==> src/rtl/decode_stage_pkg.sv <==
// Shared instruction definitions: field positions, widths, opcodes and field helpers.
// Imported by decode_stage and regfile.
package decode_stage_pkg;

  localparam int LEN_OPECODE = 6;
  localparam int LEN_REG     = 32;
  localparam int LEN_INSN    = 32;
  localparam int NUM_REG     = 32;
  localparam int LEN_IDX     = 5;
  localparam int LEN_IMM     = 15;

  localparam int POS_OPECODE_LO = 26;
  localparam int POS_IMMF       = 25;
  localparam int POS_RD_LO      = 20;
  localparam int POS_RS_LO      = 15;
  localparam int POS_IMM_LO     = 0;

  localparam logic [LEN_OPECODE-1:0] OPECODE_NOP = 6'h00;
  localparam logic [LEN_OPECODE-1:0] OPECODE_ADD = 6'h01;

  typedef struct packed {
    logic [LEN_OPECODE-1:0] opecode;
    logic                   immf;
    logic [LEN_IDX-1:0]     rd;
    logic [LEN_IDX-1:0]     rs;
    logic [LEN_IMM-1:0]     imm15;
  } insn_fields_t;

  function automatic insn_fields_t split_insn(input logic [LEN_INSN-1:0] insn);
    insn_fields_t f;
    f.opecode = insn[POS_OPECODE_LO +: LEN_OPECODE];
    f.immf    = insn[POS_IMMF];
    f.rd      = insn[POS_RD_LO +: LEN_IDX];
    f.rs      = insn[POS_RS_LO +: LEN_IDX];
    f.imm15   = insn[POS_IMM_LO +: LEN_IMM];
    return f;
  endfunction

  function automatic logic [LEN_REG-1:0] sext_imm(input logic [LEN_IMM-1:0] imm);
    return {{(LEN_REG-LEN_IMM){imm[LEN_IMM-1]}}, imm};
  endfunction

endpackage

==> src/rtl/decode_stage_regfile.sv <==
// General register file: NUM_REG x LEN_REG, two asynchronous read ports,
// one synchronous write port, every register writable and cleared on reset.
module regfile
  import decode_stage_pkg::*;
(
  input  logic               clk,
  input  logic               rst_n,
  input  logic               we,
  input  logic [LEN_IDX-1:0] widx,
  input  logic [LEN_REG-1:0] wdata,
  input  logic [LEN_IDX-1:0] ra_idx,
  input  logic [LEN_IDX-1:0] rb_idx,
  output logic [LEN_REG-1:0] ra_data,
  output logic [LEN_REG-1:0] rb_data
);

  logic [LEN_REG-1:0] regs_q [NUM_REG];
  logic [LEN_REG-1:0] regs_d [NUM_REG];

  // next register contents: single write port
  always_comb begin
    regs_d = regs_q;
    if (we) begin
      regs_d[widx] = wdata;
    end else begin
      regs_d = regs_q;
    end
  end

  // register array storage
  always_ff @(posedge clk or negedge rst_n) begin
    if (!rst_n) begin
      for (int i = 0; i < NUM_REG; i++) begin
        regs_q[i] <= {LEN_REG{1'b0}};
      end
    end else begin
      regs_q <= regs_d;
    end
  end

  assign ra_data = regs_q[ra_idx];
  assign rb_data = regs_q[rb_idx];

endmodule

==> src/rtl/decode_stage.sv <==
// Decode stage: splits the instruction, reads operands and holds one decoded
// entry for execute. Optional macro DECODE_BYPASS_EN forwards writeback data.
module decode_stage
  import decode_stage_pkg::*;
(
  input  logic                   clk,
  input  logic                   rst_n,
  input  logic                   insn_valid,
  input  logic [LEN_INSN-1:0]    insn,
  output logic                   insn_ready,
  output logic                   ex_valid,
  input  logic                   ex_ready,
  output logic [LEN_OPECODE-1:0] opecode,
  output logic                   immf,
  output logic [LEN_IDX-1:0]     rd_idx,
  output logic [LEN_REG-1:0]     data_rd,
  output logic [LEN_REG-1:0]     data_rs,
  output logic [LEN_REG-1:0]     imm_ex,
  output logic                   carry,
  input  logic                   wb_en,
  input  logic [LEN_IDX-1:0]     wb_idx,
  input  logic [LEN_REG-1:0]     wb_data,
  input  logic                   wb_carry_en,
  input  logic                   wb_carry
);

  insn_fields_t           fields_s;
  logic                   accept_s;
  logic [LEN_REG-1:0]     rd_rdata_s, rs_rdata_s;
  logic [LEN_REG-1:0]     rd_read_s, rs_read_s;

  logic                   ex_valid_q, ex_valid_d;
  logic [LEN_OPECODE-1:0] opecode_q, opecode_d;
  logic                   immf_q, immf_d;
  logic [LEN_IDX-1:0]     rd_idx_q, rd_idx_d;
  logic [LEN_REG-1:0]     data_rd_q, data_rd_d;
  logic [LEN_REG-1:0]     data_rs_q, data_rs_d;
  logic [LEN_REG-1:0]     imm_ex_q, imm_ex_d;
  logic                   carry_q, carry_d;
`ifdef DECODE_BYPASS_EN
  logic [LEN_IDX-1:0]     rs_idx_q, rs_idx_d;
`endif

  assign fields_s   = split_insn(insn);
  assign insn_ready = !ex_valid_q || ex_ready;
  assign accept_s   = insn_valid && insn_ready;

  regfile u_regfile (
    .clk     (clk),
    .rst_n   (rst_n),
    .we      (wb_en),
    .widx    (wb_idx),
    .wdata   (wb_data),
    .ra_idx  (fields_s.rd),
    .rb_idx  (fields_s.rs),
    .ra_data (rd_rdata_s),
    .rb_data (rs_rdata_s)
  );

  // operand read, optionally forwarding a same-cycle writeback
  always_comb begin
    rd_read_s = rd_rdata_s;
    rs_read_s = rs_rdata_s;
`ifdef DECODE_BYPASS_EN
    if (wb_en && (wb_idx == fields_s.rd)) begin
      rd_read_s = wb_data;
    end else begin
      rd_read_s = rd_rdata_s;
    end
    if (wb_en && (wb_idx == fields_s.rs)) begin
      rs_read_s = wb_data;
    end else begin
      rs_read_s = rs_rdata_s;
    end
`endif
  end

  // output slot next state: load on accept, drain on consume, else hold
  always_comb begin
    ex_valid_d = ex_valid_q;
    opecode_d  = opecode_q;
    immf_d     = immf_q;
    rd_idx_d   = rd_idx_q;
    data_rd_d  = data_rd_q;
    data_rs_d  = data_rs_q;
    imm_ex_d   = imm_ex_q;
`ifdef DECODE_BYPASS_EN
    rs_idx_d   = rs_idx_q;
`endif
    if (accept_s) begin
      ex_valid_d = 1'b1;
      opecode_d  = fields_s.opecode;
      immf_d     = fields_s.immf;
      rd_idx_d   = fields_s.rd;
      data_rd_d  = rd_read_s;
      data_rs_d  = rs_read_s;
      imm_ex_d   = sext_imm(fields_s.imm15);
`ifdef DECODE_BYPASS_EN
      rs_idx_d   = fields_s.rs;
`endif
    end else begin
      if (ex_ready) begin
        ex_valid_d = 1'b0;
      end else begin
        ex_valid_d = ex_valid_q;
      end
`ifdef DECODE_BYPASS_EN
      // keep a held entry's operands coherent with later writebacks
      if (wb_en && (wb_idx == rd_idx_q)) begin
        data_rd_d = wb_data;
      end else begin
        data_rd_d = data_rd_q;
      end
      if (wb_en && (wb_idx == rs_idx_q)) begin
        data_rs_d = wb_data;
      end else begin
        data_rs_d = data_rs_q;
      end
`endif
    end
  end

  // carry flag next state
  always_comb begin
    carry_d = carry_q;
    if (wb_carry_en) begin
      carry_d = wb_carry;
    end else begin
      carry_d = carry_q;
    end
  end

  // stage registers
  always_ff @(posedge clk or negedge rst_n) begin
    if (!rst_n) begin
      ex_valid_q <= 1'b0;
      opecode_q  <= {LEN_OPECODE{1'b0}};
      immf_q     <= 1'b0;
      rd_idx_q   <= {LEN_IDX{1'b0}};
      data_rd_q  <= {LEN_REG{1'b0}};
      data_rs_q  <= {LEN_REG{1'b0}};
      imm_ex_q   <= {LEN_REG{1'b0}};
      carry_q    <= 1'b0;
`ifdef DECODE_BYPASS_EN
      rs_idx_q   <= {LEN_IDX{1'b0}};
`endif
    end else begin
      ex_valid_q <= ex_valid_d;
      opecode_q  <= opecode_d;
      immf_q     <= immf_d;
      rd_idx_q   <= rd_idx_d;
      data_rd_q  <= data_rd_d;
      data_rs_q  <= data_rs_d;
      imm_ex_q   <= imm_ex_d;
      carry_q    <= carry_d;
`ifdef DECODE_BYPASS_EN
      rs_idx_q   <= rs_idx_d;
`endif
    end
  end

  assign ex_valid = ex_valid_q;
  assign opecode  = opecode_q;
  assign immf     = immf_q;
  assign rd_idx   = rd_idx_q;
  assign data_rd  = data_rd_q;
  assign data_rs  = data_rs_q;
  assign imm_ex   = imm_ex_q;
  assign carry    = carry_q;

endmodule

==> config.mk <==
export PLATFORM = sky130hd
export DESIGN_NAME = decode_stage
export DESIGN_NICKNAME = d
export VERILOG_FILES = /design/src/rtl/decode_stage_pkg.sv /design/src/rtl/decode_stage_regfile.sv /design/src/rtl/decode_stage.sv
export SDC_FILE = /design/constraint.sdc
export NUM_CORES = 2
export LEC_CHECK = 0
export ABC_CLOCK_PERIOD_IN_PS = 4450
export CAP_MARGIN = 10
export CORE_ASPECT_RATIO = 2
export CORE_MARGIN = 2
export CORE_UTILIZATION = 43
export CTS_CLUSTER_SIZE = 24
export DETAILED_ROUTE_END_ITERATION = 8
export PLACE_DENSITY = 0.63
export SYNTH_ARGS = -nofsm -noshare
export SYNTH_HDL_FRONTEND = slang
export SYNTH_SLANG_ARGS = --single-unit
==> constraint.sdc <==
create_clock -name clk -period 4.45 [get_ports clk]
set_clock_uncertainty 0.05 [all_clocks]
set_input_delay 1.335 -clock clk [delete_from_list [all_inputs] [get_ports clk]]
set_output_delay 1.335 -clock clk [all_outputs]
set_load 0.05 [all_outputs]
==> flow_summary.toml <==
[outcome]
status = "completed"

[logic_synthesis]
synth.most_common_cell = "dfrtp_1"
ys_seq_area_share_pct = 49.2
mappedNetlistNets = 3770
synth_ff_type = "dfrtp_1"
yosys_warnings = 0
syn-cell-area_um2 = 56800
ys_seq_elements = 1117
yosysTopAreaCell = "dfrtp_1"
synth_top_area_share_pct = 49.2
postSynth.asyncResetShare_pct = 100
synthCells = 3694
synth_edf_count = 0
synth_commonest_cells = "dfrtp_1 (1,117), mux2_2 (1,027), mux4_2 (510), clkbuf_1 (208), nand2_1 (131)"
synthTopCellsByArea = "dfrtp_1 (49%), mux2_2 (20%), mux4_2 (20%)"
syn_avg_cell_area_um2 = 15.4
synthDistinctLibCells = 37

[worst_setup_path]
path_cells = "clkdlybuf4s50_1, nand2b_1, buf_4"
required_ns = 3.06
cp_max_fo = 5
cpPeakStageDelay_ns = 0.44
arrival_ns = 2.25
crit_path_start_kind = "input pin"
crit_type = "in -> out"
setup.worst_path.end_class = "output pin"
crit_slowest_cell = "clkdlybuf4s50_1"

[timing]
fin_setup_tns_ns = 0
finalHoldViolCount = 0
rsz0062_at_grt = "false"
tightest_slew_ns = 1.25
post-route-min-period_ns = 3.64
slew_headroom_pct = 16.6
fin_crit_sh_pct = 81.8
fmax_mhz = 275
setup_ws_ns = 0.811
slew_violations = 0
setup_viol = 0

[power_and_ir_drop]
power_density_nw_per_um2 = 457
power.internal_uw = 21200
power.share.clock_pct = 32.4
switching_share_pct = 28.2
power_switching_uw = 8340
combPwrFrac_pct = 21.5
ir_worst_vdd_mv = 0.419
p_leak_uw = 0.0275
seqPwrFrac_pct = 46.1

[floorplanning]
core_area_um2 = 131000
initial_core_util_pct = 43.3
fp.dieH_um = 518
die_area_um2 = 135000
ios = 187
rows = 188
die_x_um = 261

[cells_and_area]
post-route-util_pct = 49.4
seqCellArea_um2 = 28000
drive_gt1_share_pct = 50.3
finalNonFillerCells = 5516
area_growth_pct = 14.1
multi_input_area_um2 = 27100
final_net_count = 3792
nFillCells = 10997

[clock_tree]
cts-resized-gates = 0
clk-insertion-delay-late_ns = 0.73
cts_hold_buffers = 0
clk_path_buf_depth = 3
cts_setup_buffers = 0
path_clk_slew_ns = 0.06
cts_inserted_buffers = 101
htree_levels = 3
clock-sinks = 1117
cts-root-buf = "clkbuf_16"
cts_tree = "yes"

[placed_design]
hpwl_um = 105000
place_ws_ns = 0.315
portBuffers = 186
placed_cells = 5323
place_congestion = 0.782

[routing]
vias = 36011
avgRoutedWirePerCell_um = 32.8
vias_per_cell = 6.53
antenna_left = 0
drt_first_iter_violations = 2919
dr.pass1.iters = 7
drc = 0
drt_wl_total_um = 181000

[global_route]
gr-total-overflow = 0
grt_pass1_wl_um = 266000
grt_max_degree = 93
grtUsageTotal_pct = 27.1
grt_pass1_vias = 38304
antenna_found_initial = 7

[flow_run]
cap_violations = 0

[worst_hold_path]
worstHoldPathType = "reg -> reg"
[metal layers]
layer  vias to the layer above  share of wire (%)  global-route usage [%]
met2                      1398                 50                    45.7
met3                       419                6.0                    4.50
met5                         -              0.012                       0
met4                         4                4.8                    11.9
met1                     19856                 39                    34.3
li1                      14334                  -                       -
[final timing paths]
path	from	end	slack, ns	cells past startpoint
setup / recovery	ex_ready	insn_ready	0.81	3
hold / removal	opecode[2]	opecode[2]	0.42	2
setup reg to reg	ex_valid	data_rd[25]	2.44	5
hold reg to reg	opecode[2]	opecode[2]	0.42	2
max in group asynchronous	rst_n	u_regfile.regs_q[562]	2.61	2
min in group asynchronous	rst_n	u_regfile.regs_q[826]	0.63	1
[placed cells by master, fill, tap and decap left out, types with 54 or more instances in the layout]
cell type,n
a22o_1,54
a22oi_1,72
dfrtp_1,1117
o22ai_1,128
buf_12,80
buf_4,64
nand2_1,114
mux2_2,1027
clkdlybuf4s50_1,178
mux4_2,510
clkbuf_16,102
[critical path: cells and delay by family]
kind	cells	cell delay, ns
buf+inv	2	0.69
simple gates	1	0.23
[final cells by class]
| cell class | count | area share [%] |
|---|---|---|
| clock inverters | 53 | 1.14 |
| flip-flops and latches | 1117 | 43.1 |
| diodes | 5 | 0.0193 |
| clock buffers | 135 | 4.46 |
| well taps | 1710 | 3.30 |
| repair buffers | 328 | 6.09 |
| multi-input cells | 2168 | 41.9 |
[state kept, by name, indices dropped and copies added (netlist names)]
name,cells
data_rd,32
rd_idx,5
ex_valid,1
imm_ex,15
carry,1
u_regfile.regs_q,1024
opecode,6
data_rs,32
immf,1
[power groups by stage]
stage	logic (uW)	clock network, uW	registers [uW]
after floorplan	4360	0	13700
after global placement	6270	0	13600
after global routing	6790	10100	13900
after CTS	6410	9780	13600
final	6370	9580	13600
after detailed placement	6400	0	13800
[logic make-up (layout without fill, tap and decap cells)]
| kind of cell | after synthesis | after routing | synth area share, % |
|---|---|---|---|
| other cells | 0 | 5 | 0 |
| flops | 1117 | 1117 | 49.2 |
| buf+inv | 409 | 516 | 3.49 |
| simple gates | 247 | 247 | 2.05 |
| mux | 1537 | 1537 | 40.6 |
| compound gates | 384 | 384 | 4.61 |
[stage by stage]
step | hold slack (ns) | cell area, um^2 | total power (uW)
after detailed placement | 0.413 | 61200 | 20200
after global placement | 0.407 | 61200 | 19900
final | 0.422 | 64800 | 29600
after CTS | 0.430 | 64800 | 29800
after floorplan | 0.441 | 56800 | 18000
after global routing | 0.440 | 64800 | 30800
Power figures use the tool's default switching activity.
